### src/rtl/seq_pkg.sv
// Shared definitions for the serial path into the sequence detector.
//   ser_state_t : serializer FSM state (IDLE / SHIFT)
//   cnt_width() : bit-counter width for a given word width (ceil log2, min 1)
package seq_pkg;

    typedef enum logic {
        IDLE  = 1'b0,
        SHIFT = 1'b1
    } ser_state_t;

    // Smallest r with (1 << r) >= w, never below 1 so a counter always exists.
    function automatic int cnt_width(input int w);
        int r;
        r = 1;
        for (int i = 1; i < 32; i++) begin
            if ((1 << i) < w) r = i + 1;
        end
        return r;
    endfunction

endpackage

### src/rtl/seq_serializer_if.sv
// Handshake and serial-output bundle for seq_serializer.
//   din/din_valid/din_ready : parallel word handshake (upstream -> serializer)
//   x_out/x_valid           : serial bit stream toward the detector
//   busy/word_done          : status (occupied, last bit of a word)
// slave  : the serializer side
// master : the upstream/observer side
interface seq_serializer_if #(
    parameter int WIDTH = 8
);
    logic [WIDTH-1:0] din;
    logic             din_valid;
    logic             din_ready;
    logic             x_out;
    logic             x_valid;
    logic             busy;
    logic             word_done;

    modport master (
        output din, din_valid,
        input  din_ready, x_out, x_valid, busy, word_done
    );

    modport slave (
        input  din, din_valid,
        output din_ready, x_out, x_valid, busy, word_done
    );
endinterface

### src/rtl/ser_hold_reg.sv
// One-entry holding register with full flag.
//   clk, rst : clock, async active-low reset
//   din      : word to capture
//   load     : capture din and set full
//   unload   : word consumed; clears full unless load refills it
//   full     : entry occupied
//   dout     : held word
//   ready    : space available (= !full), from registered state only
module ser_hold_reg #(
    parameter int WIDTH = 8
) (
    input  logic             clk,
    input  logic             rst,
    input  logic [WIDTH-1:0] din,
    input  logic             load,
    input  logic             unload,
    output logic             full,
    output logic [WIDTH-1:0] dout,
    output logic             ready
);

    always_ff @(posedge clk or negedge rst) begin
        if (!rst) begin
            full <= 1'b0;
            dout <= '0;
        end else begin
            if (load) dout <= din;
            full <= load | (full & ~unload);
        end
    end

    assign ready = ~full;

endmodule

### src/rtl/seq_serializer.sv
// Parallel-to-serial feeder for the sequence detector.
// Words arrive over a valid/ready handshake and leave one bit per clock on
// x_out. A one-word holding register lets consecutive words stream with no
// idle bit in between.
//   clk, rst : clock, async active-low reset
//   bus      : seq_serializer_if.slave (din handshake, x_out/x_valid,
//              busy, word_done)
module seq_serializer
    import seq_pkg::*;
#(
    parameter int WIDTH     = 8,
    parameter bit MSB_FIRST = 1'b1,
    parameter bit IDLE_BIT  = 1'b0
) (
    input  logic             clk,
    input  logic             rst,
    seq_serializer_if.slave  bus
);

    localparam int            CW       = cnt_width(WIDTH);
    localparam logic [CW-1:0] CNT_LAST = CW'(WIDTH - 1);

    ser_state_t       state, state_n;
    logic [WIDTH-1:0] shreg, shreg_n;
    logic [CW-1:0]    cnt, cnt_n;

    logic             hold_full;
    logic             hold_ready;
    logic [WIDTH-1:0] hold_q;
    logic             xfer;
    logic             last;
    logic             push;
    logic             pop;

    assign xfer = bus.din_valid & hold_ready;
    assign last = (state == SHIFT) && (cnt == '0);

    // A word accepted mid-word parks in the hold register; in the last-bit
    // cycle with hold empty it bypasses straight into the shifter instead.
    // In the last-bit cycle with hold full, ready is low so no push occurs.
    assign push = xfer && (state == SHIFT) && !last;
    assign pop  = last && hold_full;

    ser_hold_reg #(
        .WIDTH (WIDTH)
    ) u_hold (
        .clk    (clk),
        .rst    (rst),
        .din    (bus.din),
        .load   (push),
        .unload (pop),
        .full   (hold_full),
        .dout   (hold_q),
        .ready  (hold_ready)
    );

    always_ff @(posedge clk or negedge rst) begin
        if (!rst) begin
            state <= IDLE;
            shreg <= '0;
            cnt   <= '0;
        end else begin
            state <= state_n;
            shreg <= shreg_n;
            cnt   <= cnt_n;
        end
    end

    always_comb begin
        state_n = state;
        shreg_n = shreg;
        cnt_n   = cnt;
        case (state)
            IDLE: begin
                if (xfer) begin
                    state_n = SHIFT;
                    shreg_n = bus.din;
                    cnt_n   = CNT_LAST;
                end
            end
            SHIFT: begin
                if (!last) begin
                    shreg_n = MSB_FIRST ? {shreg[WIDTH-2:0], 1'b0}
                                        : {1'b0, shreg[WIDTH-1:1]};
                    cnt_n   = cnt - CW'(1);
                end else if (hold_full) begin
                    shreg_n = hold_q;
                    cnt_n   = CNT_LAST;
                end else if (xfer) begin
                    shreg_n = bus.din;
                    cnt_n   = CNT_LAST;
                end else begin
                    state_n = IDLE;
                end
            end
            default: state_n = IDLE;
        endcase
    end

    // The outgoing bit is always the end of the shifter, so x_out is a
    // register bit gated only by the state register.
    assign bus.x_out     = (state == SHIFT) ? (MSB_FIRST ? shreg[WIDTH-1] : shreg[0])
                                            : IDLE_BIT;
    assign bus.x_valid   = (state == SHIFT);
    assign bus.word_done = last;
    assign bus.busy      = (state == SHIFT) | hold_full;
    assign bus.din_ready = hold_ready;

endmodule

### src/flat_wrapper.sv
// flat-port wrapper written by rule: the top's interface ports become plain ports
module seq_serializer_flat import seq_pkg::*;
#(
    parameter int WIDTH     = 8,
    parameter bit MSB_FIRST = 1'b1,
    parameter bit IDLE_BIT  = 1'b0
)
  (clk, rst, bus_din, bus_din_valid, bus_din_ready, bus_x_out, bus_x_valid, bus_busy, bus_word_done);
  seq_serializer_if #(.WIDTH(WIDTH)) bus_i ();
  input  logic clk;
  input  logic rst;
  input wire logic [$bits(bus_i.din)-1:0] bus_din;
  input wire logic [$bits(bus_i.din_valid)-1:0] bus_din_valid;
  output wire logic [$bits(bus_i.din_ready)-1:0] bus_din_ready;
  output wire logic [$bits(bus_i.x_out)-1:0] bus_x_out;
  output wire logic [$bits(bus_i.x_valid)-1:0] bus_x_valid;
  output wire logic [$bits(bus_i.busy)-1:0] bus_busy;
  output wire logic [$bits(bus_i.word_done)-1:0] bus_word_done;
  assign bus_i.din = bus_din;
  assign bus_i.din_valid = bus_din_valid;
  assign bus_din_ready = bus_i.din_ready;
  assign bus_x_out = bus_i.x_out;
  assign bus_x_valid = bus_i.x_valid;
  assign bus_busy = bus_i.busy;
  assign bus_word_done = bus_i.word_done;
  seq_serializer #(.WIDTH(WIDTH), .MSB_FIRST(MSB_FIRST), .IDLE_BIT(IDLE_BIT)) u_core (.clk(clk), .rst(rst), .bus(bus_i));
endmodule
### config.mk
export PLATFORM = sky130hd
export DESIGN_NAME = seq_serializer_flat
export DESIGN_NICKNAME = d
export VERILOG_FILES = /design/src/rtl/seq_pkg.sv /design/src/rtl/seq_serializer_if.sv /design/src/rtl/ser_hold_reg.sv /design/src/rtl/seq_serializer.sv /design/src/flat_wrapper.sv
export SDC_FILE = /design/constraint.sdc
export NUM_CORES = 1
export LEC_CHECK = 0
export CORE_MARGIN = 4
export CORE_UTILIZATION = 50
export DETAILED_ROUTE_END_ITERATION = 16
export MAX_ROUTING_LAYER = met4
export PLACE_DENSITY_LB_ADDON = 0.25
export SYNTH_ARGS = -nofsm -noshare
export SYNTH_HDL_FRONTEND = slang
export SYNTH_SLANG_ARGS = --single-unit
### constraint.sdc
create_clock -name clk -period 2.8 [get_ports clk]
set_input_delay 0.42 -clock clk [delete_from_list [all_inputs] [get_ports clk]]
set_output_delay 0.42 -clock clk [all_outputs]
set_load 0.05 [all_outputs]
==> flow_metrics.env <==
export IMPL_fp_dieW_um=81.57
export IMPL_rsz0062_at_grt="no"
export IMPL_vias=2269
export IMPL_critPathLaunch="u_core.cnt[0]"
export IMPL_grt_max_degree=37
export IMPL_pre_cts_ws_ns=0.3147
export IMPL_avgRoutedWirePerCell_um=15.77
export IMPL_ir_worst_vdd_mv=0.4191
export IMPL_power_density_mw_per_mm2=692.1
export IMPL_max_freq_ghz=0.3919
export IMPL_finalHoldViolCount=0
export IMPL_crit_type="reg2out"
export IMPL_syn_inst=297
export IMPL_end_kind="primary output"
export IMPL_fin_skew_ns=0.008378
export IMPL_drt_iter0_markers=155
export IMPL_io_pins=16
export IMPL_antenna_cells_inserted=0
export IMPL_dr_pass1_iters=4
export IMPL_slew_violations=0
export IMPL_setup_viol=0
export IMPL_clkLatencyLatePin_ns=0.31
export IMPL_drc_errors=0
export IMPL_cts_buffers=5
export IMPL_ant_nets=0
export IMPL_multi_input_area_mm2=0.001338
export IMPL_dominantRegCellSynth="dfrtp_1"
export IMPL_die_area_mm2=0.006654
export IMPL_seq_area_frac_synth_pct=46.23
export IMPL_max_slew_margin_pct=44.03
export IMPL_fin_nets=325
export IMPL_grt_pass1_wl_um=10370
export IMPL_post_route_cells_drive_above_1_share_pct=11.15
export IMPL_rows=26
export IMPL_core_area_mm2=0.005172
export IMPL_drt_wl_total_um=6057
export IMPL_via_per_inst=5.909
export IMPL_hold_class="in2async"
export IMPL_seqCellArea_mm2=0.001251
export IMPL_synth_edff_count=0
export IMPL_ys_types=48
export IMPL_crit_required_ns=2.38
export IMPL_dp_hpwl_um=4102
export IMPL_status="finished clean"
export IMPL_setup_ws_ns=0.2486
export IMPL_mappedNetlistNets=309
export IMPL_synth_avg_cell_area_um2=9.112
export IMPL_ys_seq_elements=50
export IMPL_async_flop_share_pct=100.0
export IMPL_place_congestion=0.8327
export IMPL_grt_pass1_vias=2097
export IMPL_fin_crit_ns=2.551
export IMPL_initial_core_util_pct=52.32
export IMPL_r2r_setup_slack_ns=0.33
export IMPL_fillerInstances=434
export IMPL_startpoint_type="flop"
export IMPL_htree_levels=2
export IMPL_io_buffers=15
export IMPL_area_growth_pct=13.18
export IMPL_final_common_cell="dfrtp_1"
export IMPL_cts_root_buf="clkbuf_8"
export IMPL_clk_pin_slew_ns=0.09
export IMPL_worstReg2RegStart="u_core.cnt[0]"
export IMPL_cts_tree="yes"
export IMPL_antenna_found_initial=0
export IMPL_clk_path_buf_depth=2
export IMPL_leakagePower_nw=1.255
export IMPL_synthesis_area_mm2=0.002706
export IMPL_die_y_um=81.57
export IMPL_finalCritPeriodShare_pct=91.12
export IMPL_drv_cap=0
export IMPL_clock_sinks=50
export IMPL_layout_common_cells="dfrtp_1 (50), nand2_1 (35), o21ai_0 (30)"
export IMPL_worstPathArrival_ns=2.13
export IMPL_cp_max_fo=9
export IMPL_fin_tns_setup_ns=0
export IMPL_tightest_slew_ns=0.8365
export IMPL_grt_overflow=0
export IMPL_grt_total_usage_pct=20.62
export IMPL_ys_warn_count=0
-- through the flow --
step / instance area [um^2] / total power, mW / hold WS, ns / cells / utilization (%)
6_report: 3063 / 2.120 / 0.04805 / 384 / 59.22
5_1_grt: 3063 / 2.263 / 0.07464 / 384 / 59.22
4_1_cts: 3047 / 2.129 / 0.05686 / 383 / 58.90
3_5_place_dp: 2942 / 1.657 / 0.3935 / 375 / 56.87
3_3_place_gp: 2942 / 1.635 / 0.3909 / 375 / 56.87
2_1_floorplan: 2706 / 1.504 / 0.1244 / 297 / -
-- path summary, 6_finish.rpt --
| path | to | depth (start not counted) |
|---|---|---|
| worst min register to register | u_core.cnt[20] | 1 |
| min in group clk | u_core.cnt[20] | 1 |
| max in group asynchronous | u_core.u_hold.dout[4] | 2 |
| worst max-delay path | bus_word_done | 8 |
| worst max register to register | u_core.cnt[17] | 10 |
| worst min-delay path | u_core.cnt[28] | 1 |
-- flip-flops by register name, indices dropped and copies added, names as in the netlist --
name / flops
u_core.u_hold.full: 1
u_core.cnt: 32
u_core.shreg: 8
u_core.u_hold.dout: 8
u_core.bus.x_valid: 1
-- what timing repair did --
item / CTS / global route
endpoints found under the setup margin: 0 / 1
gates resized for setup: 0 / 2
hold buffers: 0 / 0
buffers inserted: 0 / 1
-- power breakdown --
part / internal, mW / leakage (nW) / switching, mW
logic: 0.237 / 0.562 / 0.343
registers: 0.877 / 0.639 / 0.192
clock network: 0.227 / 0.0544 / 0.244
-- cell usage after synthesis, drive strengths merged, types with 2 or more instances --
cell | n | area [um^2]
dfrtp | 50 | 1251
o21ai | 41 | 205.2
nand2 | 35 | 131.4
nor2 | 20 | 75.07
nor3 | 17 | 117.6
a21oi | 14 | 70.07
nand3 | 13 | 70.07
inv | 11 | 41.29
a31oi | 10 | 62.56
o22ai | 9 | 56.30
clkbuf | 8 | 30.03
a32oi | 7 | 61.31
buf | 7 | 47.54
nor4 | 6 | 67.56
nand4 | 5 | 58.80
or3 | 5 | 31.28
or4 | 5 | 37.54
and2 | 3 | 18.77
nand4b | 3 | 32.53
o31ai | 3 | 36.28
xnor2 | 3 | 26.28
a22o | 2 | 17.52
and3 | 2 | 12.51
mux2i | 2 | 20.02
nand2b | 2 | 12.51
xor2 | 2 | 17.52
-- cell type report --
cell class / count / share of cell area, %
Clock buffer: 7 / 3.145
Clock inverter: 1 / 0.2859
Inverter: 12 / 1.471
Multi-Input combinational cell: 220 / 43.67
Sequential cell: 50 / 40.85
Tap cell: 70 / 2.859
Timing Repair Buffer: 24 / 7.721
-- kinds of logic (layout without fill, tap and decap cells) --
kind of cell / count (synthesis) / count (layout) / synth area share [%]
muxes: 3 / 3 / 1.156
xor gates and xnor gates: 5 / 5 / 1.618
adders and majority gates: 1 / 1 / 0.4622
AOI/OAI and AO/OA: 91 / 91 / 20.34
DFF: 50 / 50 / 46.23
buffers and inverters: 27 / 44 / 4.530
and+or+nand+nor: 120 / 120 / 25.66
-- layer usage --
| layer | GRT usage [%] | wire (um) | vias to the layer above |
|---|---|---|---|
| met3 | 4.167 | 270 | 8 |
| met2 | 30.05 | 2691 | 49 |
| met1 | 29.20 | 3025 | 1085 |
| li1 | - | - | 1127 |
| met4 | 5.980 | 70 | 0 |
| met5 | - | 0 | - |
-- worst max-delay path, stage by stage (launching register included) --
cell and delay (ns):
dfrtp_1 0.42, inv_1 0.09, ha_1 0.19, nor3b_2 0.17
buf_4 0.15, nand4_2 0.15, nor3_4 0.31, buf_6 0.19
buf_12 0.14
No activity file was read; power rests on OpenSTA's default activity.
==> edit: new RTL, same settings <==
`WIDTH` is set to 8 in 4 places; all go to 12.
--- a/src/rtl/seq_serializer_if.sv
+++ b/src/rtl/seq_serializer_if.sv
@@ -6,5 +6,5 @@
 // master : the upstream/observer side
 interface seq_serializer_if #(
-    parameter int WIDTH = 8
+    parameter int WIDTH = 12
 );
     logic [WIDTH-1:0] din;
--- a/src/rtl/ser_hold_reg.sv
+++ b/src/rtl/ser_hold_reg.sv
@@ -8,5 +8,5 @@
 //   ready    : space available (= !full), from registered state only
 module ser_hold_reg #(
-    parameter int WIDTH = 8
+    parameter int WIDTH = 12
 ) (
     input  logic             clk,
--- a/src/rtl/seq_serializer.sv
+++ b/src/rtl/seq_serializer.sv
@@ -9,5 +9,5 @@
     import seq_pkg::*;
 #(
-    parameter int WIDTH     = 8,
+    parameter int WIDTH     = 12,
     parameter bit MSB_FIRST = 1'b1,
     parameter bit IDLE_BIT  = 1'b0
--- a/src/flat_wrapper.sv
+++ b/src/flat_wrapper.sv
@@ -2,5 +2,5 @@
 module seq_serializer_flat import seq_pkg::*;
 #(
-    parameter int WIDTH     = 8,
+    parameter int WIDTH     = 12,
     parameter bit MSB_FIRST = 1'b1,
     parameter bit IDLE_BIT  = 1'b0
Ports: changed (resized bus_din); port bits go from 16 to 20. The function was not compared with the original's and may differ.
==> edit against the original RTL <==
Setup slack worse by 91 ps; sequential cell count up 8; count of clock-buffer cells in the layout up 4; maximum frequency down 3.5%; power up 41%; wire length up 26%; area after synthesis up 11%; sequential power up 19%; non-clock buffer count up 15; synthesized cell count up 11%; cell area up 17%; critical endpoint is now u_core.cnt[25]; largest power group unchanged; highest routed layer unchanged.
==> edit: results (changes against the original RTL) <==
Power and ir drop
  – Worst VDD drop: 454.6 uV (was 419.1 uV)
  – Leak pwr: 1.523 nW (was 1.255 nW)

Clock tree
  – H-tree Lvls: 3 (was 2)
  – Num CTS Buffers: 9 (was 5)
  – Clock slew at reported path FFs: 70 ps (was 90 ps)
  – Clk_lat worst skew: 330 ps (was 310 ps)

Worst setup path
  – Critical path data arrival time: 2860 ps (was 2130 ps)
  – Reg2reg path depth: 5 (was 10)
  – Max FO, Critical Path: 6 (was 9)

Routing
  – Initial DRC Count: 406 (was 155)
  – Wire per inst: 17.39 um (was 15.77 um)
  – Routed vias: 2761 (was 2269)

GRT
  – Gr usage total: 0.2290 (was 0.2062)
  – Remaining global-route overflow: 0 (unchanged)
  – Largest net degree at the start of global routing: 59 (was 37)
  – First-pass GRT wire length: 13010 um (was 10370 um)
  – Vias in the first global route: 2700 (was 2097)

Logic synthesis
  – Unique cell type count in the Yosys netlist: 52 (was 48)
  – Sequential area share after synthesis: 0.4839 (was 0.4623)
  – Syn nets: 346 (was 309)
  – Top cells by area, synth: dfrtp_1, o21ai_0, nand2_1 (unchanged)
  – Top post-synthesis cells by count: dfrtp_1, nand2_1, o21ai_0 (unchanged)

Cells and area
  – # fillers: 464 (was 434)
  – Nets: 377 (was 325)
  – Biggest regs: u_core.cnt x32, u_core.shreg x12, u_core.u_hold.dout x12 (was u_core.cnt x32, u_core.shreg x8, u_core.u_hold.dout x8)
  – Share of cells above drive strength 1: 0.1557 (was 0.1115)

Placement
  – DP HPWL: 4995 um (was 4102 um)
  – Final Wtd Congestion: 0.8811 (was 0.8327)
  – Setup WS pre-CTS: 178.2 ps (was 314.7 ps)
  – IO buf count: 19 (was 15)

STA
  – Rel. slew slack: 0.5824 (was 0.4403)
  – Final Skew: 9.245 ps (was 8.378 ps)

Status
  – Status: completed (unchanged)
==> edit: cell types whose count changed after synthesis, moves of 4 or more <==
cell	change
nor4_1	+4
nor2_1	-10
nand2_1	+12
a31oi_1	-4
o22ai_1	+4
o21ai_1	-11
a21oi_1	+5
nor3_1	-5
or3_1	+7
a32oi_1	+4
clkbuf_1	+6
dfrtp_1	+8
o21ai_0	+10
nand3_1	-5
==> edit: final cells by class <==
| cell class | count | area share |
|---|---|---|
| Clock inverter | 5 | 0.01461 |
| Timing Repair Buffer | 39 | 0.1023 |
| Tap cell | 72 | 0.02504 |
| Sequential cell | 58 | 0.4035 |
| Inverter | 13 | 0.01357 |
| Clock buffer | 11 | 0.04209 |
| Multi-Input combinational cell | 240 | 0.3990 |
==> edit: worst max-delay path, cell delays in order, from the launching register on <==
cell and delay (ps):
dfrtp_1 430, or4_4 580, or4_4 530, or4_4 530, and3_4 190, a211o_1 280
==> edit: kinds of logic (layout without fill, tap and decap cells) <==
logic type | after synthesis | after routing | synth area share
mux | 4 | 4 | 0.01377
buf+inv | 32 | 68 | 0.04172
xor+xnor | 2 | 2 | 0.005842
fa+ha+maj | 1 | 1 | 0.004171
flops | 58 | 58 | 0.4839
compound gates | 112 | 112 | 0.2353
simple gates | 121 | 121 | 0.2153
==> edit: timing repair <==
item,in CTS,in global routing
hold endpoints to repair,0,0
setup endpoints to repair,0,1
resized for setup,0,4
==> edit: power by group <==
part	switching, mW	internal (mW)
logic	0.515	0.416
clock network	0.342	0.455
registers	0.219	1.05
==> edit: layer usage <==
layer | global-route usage | share of wire | vias to the layer above
met2 | 0.3333 | 0.47 | 82
met3 | 0.03495 | 0.069 | 10
li1 | - | - | 1304
met1 | 0.3214 | 0.45 | 1365
met5 | - | 0 | -
met4 | 0.08921 | 0.012 | 0
==> edit: metrics by stage <==
| step | hold WS [ps] | total power [mW] | instances | instance area (um^2) |
|---|---|---|---|---|
| detailed placement | 447.5 | 2.184 | 422 | 3381 |
| global route | 105.0 | 3.184 | 438 | 3597 |
| finish | 67.29 | 2.996 | 438 | 3597 |
| global placement | 447.4 | 2.139 | 422 | 3381 |
| floorplan | 124.4 | 1.867 | 330 | 2999 |
| CTS | 84.83 | 2.980 | 438 | 3585 |
==> edit: path summary, 6_finish.rpt <==
path / to / slack [ps] / from
max: u_core.cnt[25] / 160 / u_core.cnt[15]
min reg2reg: u_core.cnt[14] / 510 / u_core.cnt[14]
max reg2reg: u_core.cnt[25] / 160 / u_core.cnt[15]
min in group clk: u_core.cnt[14] / 510 / u_core.cnt[14]
min: u_core.cnt[27] / 70 / rst
max in group asynchronous: u_core.cnt[0] / 2450 / rst
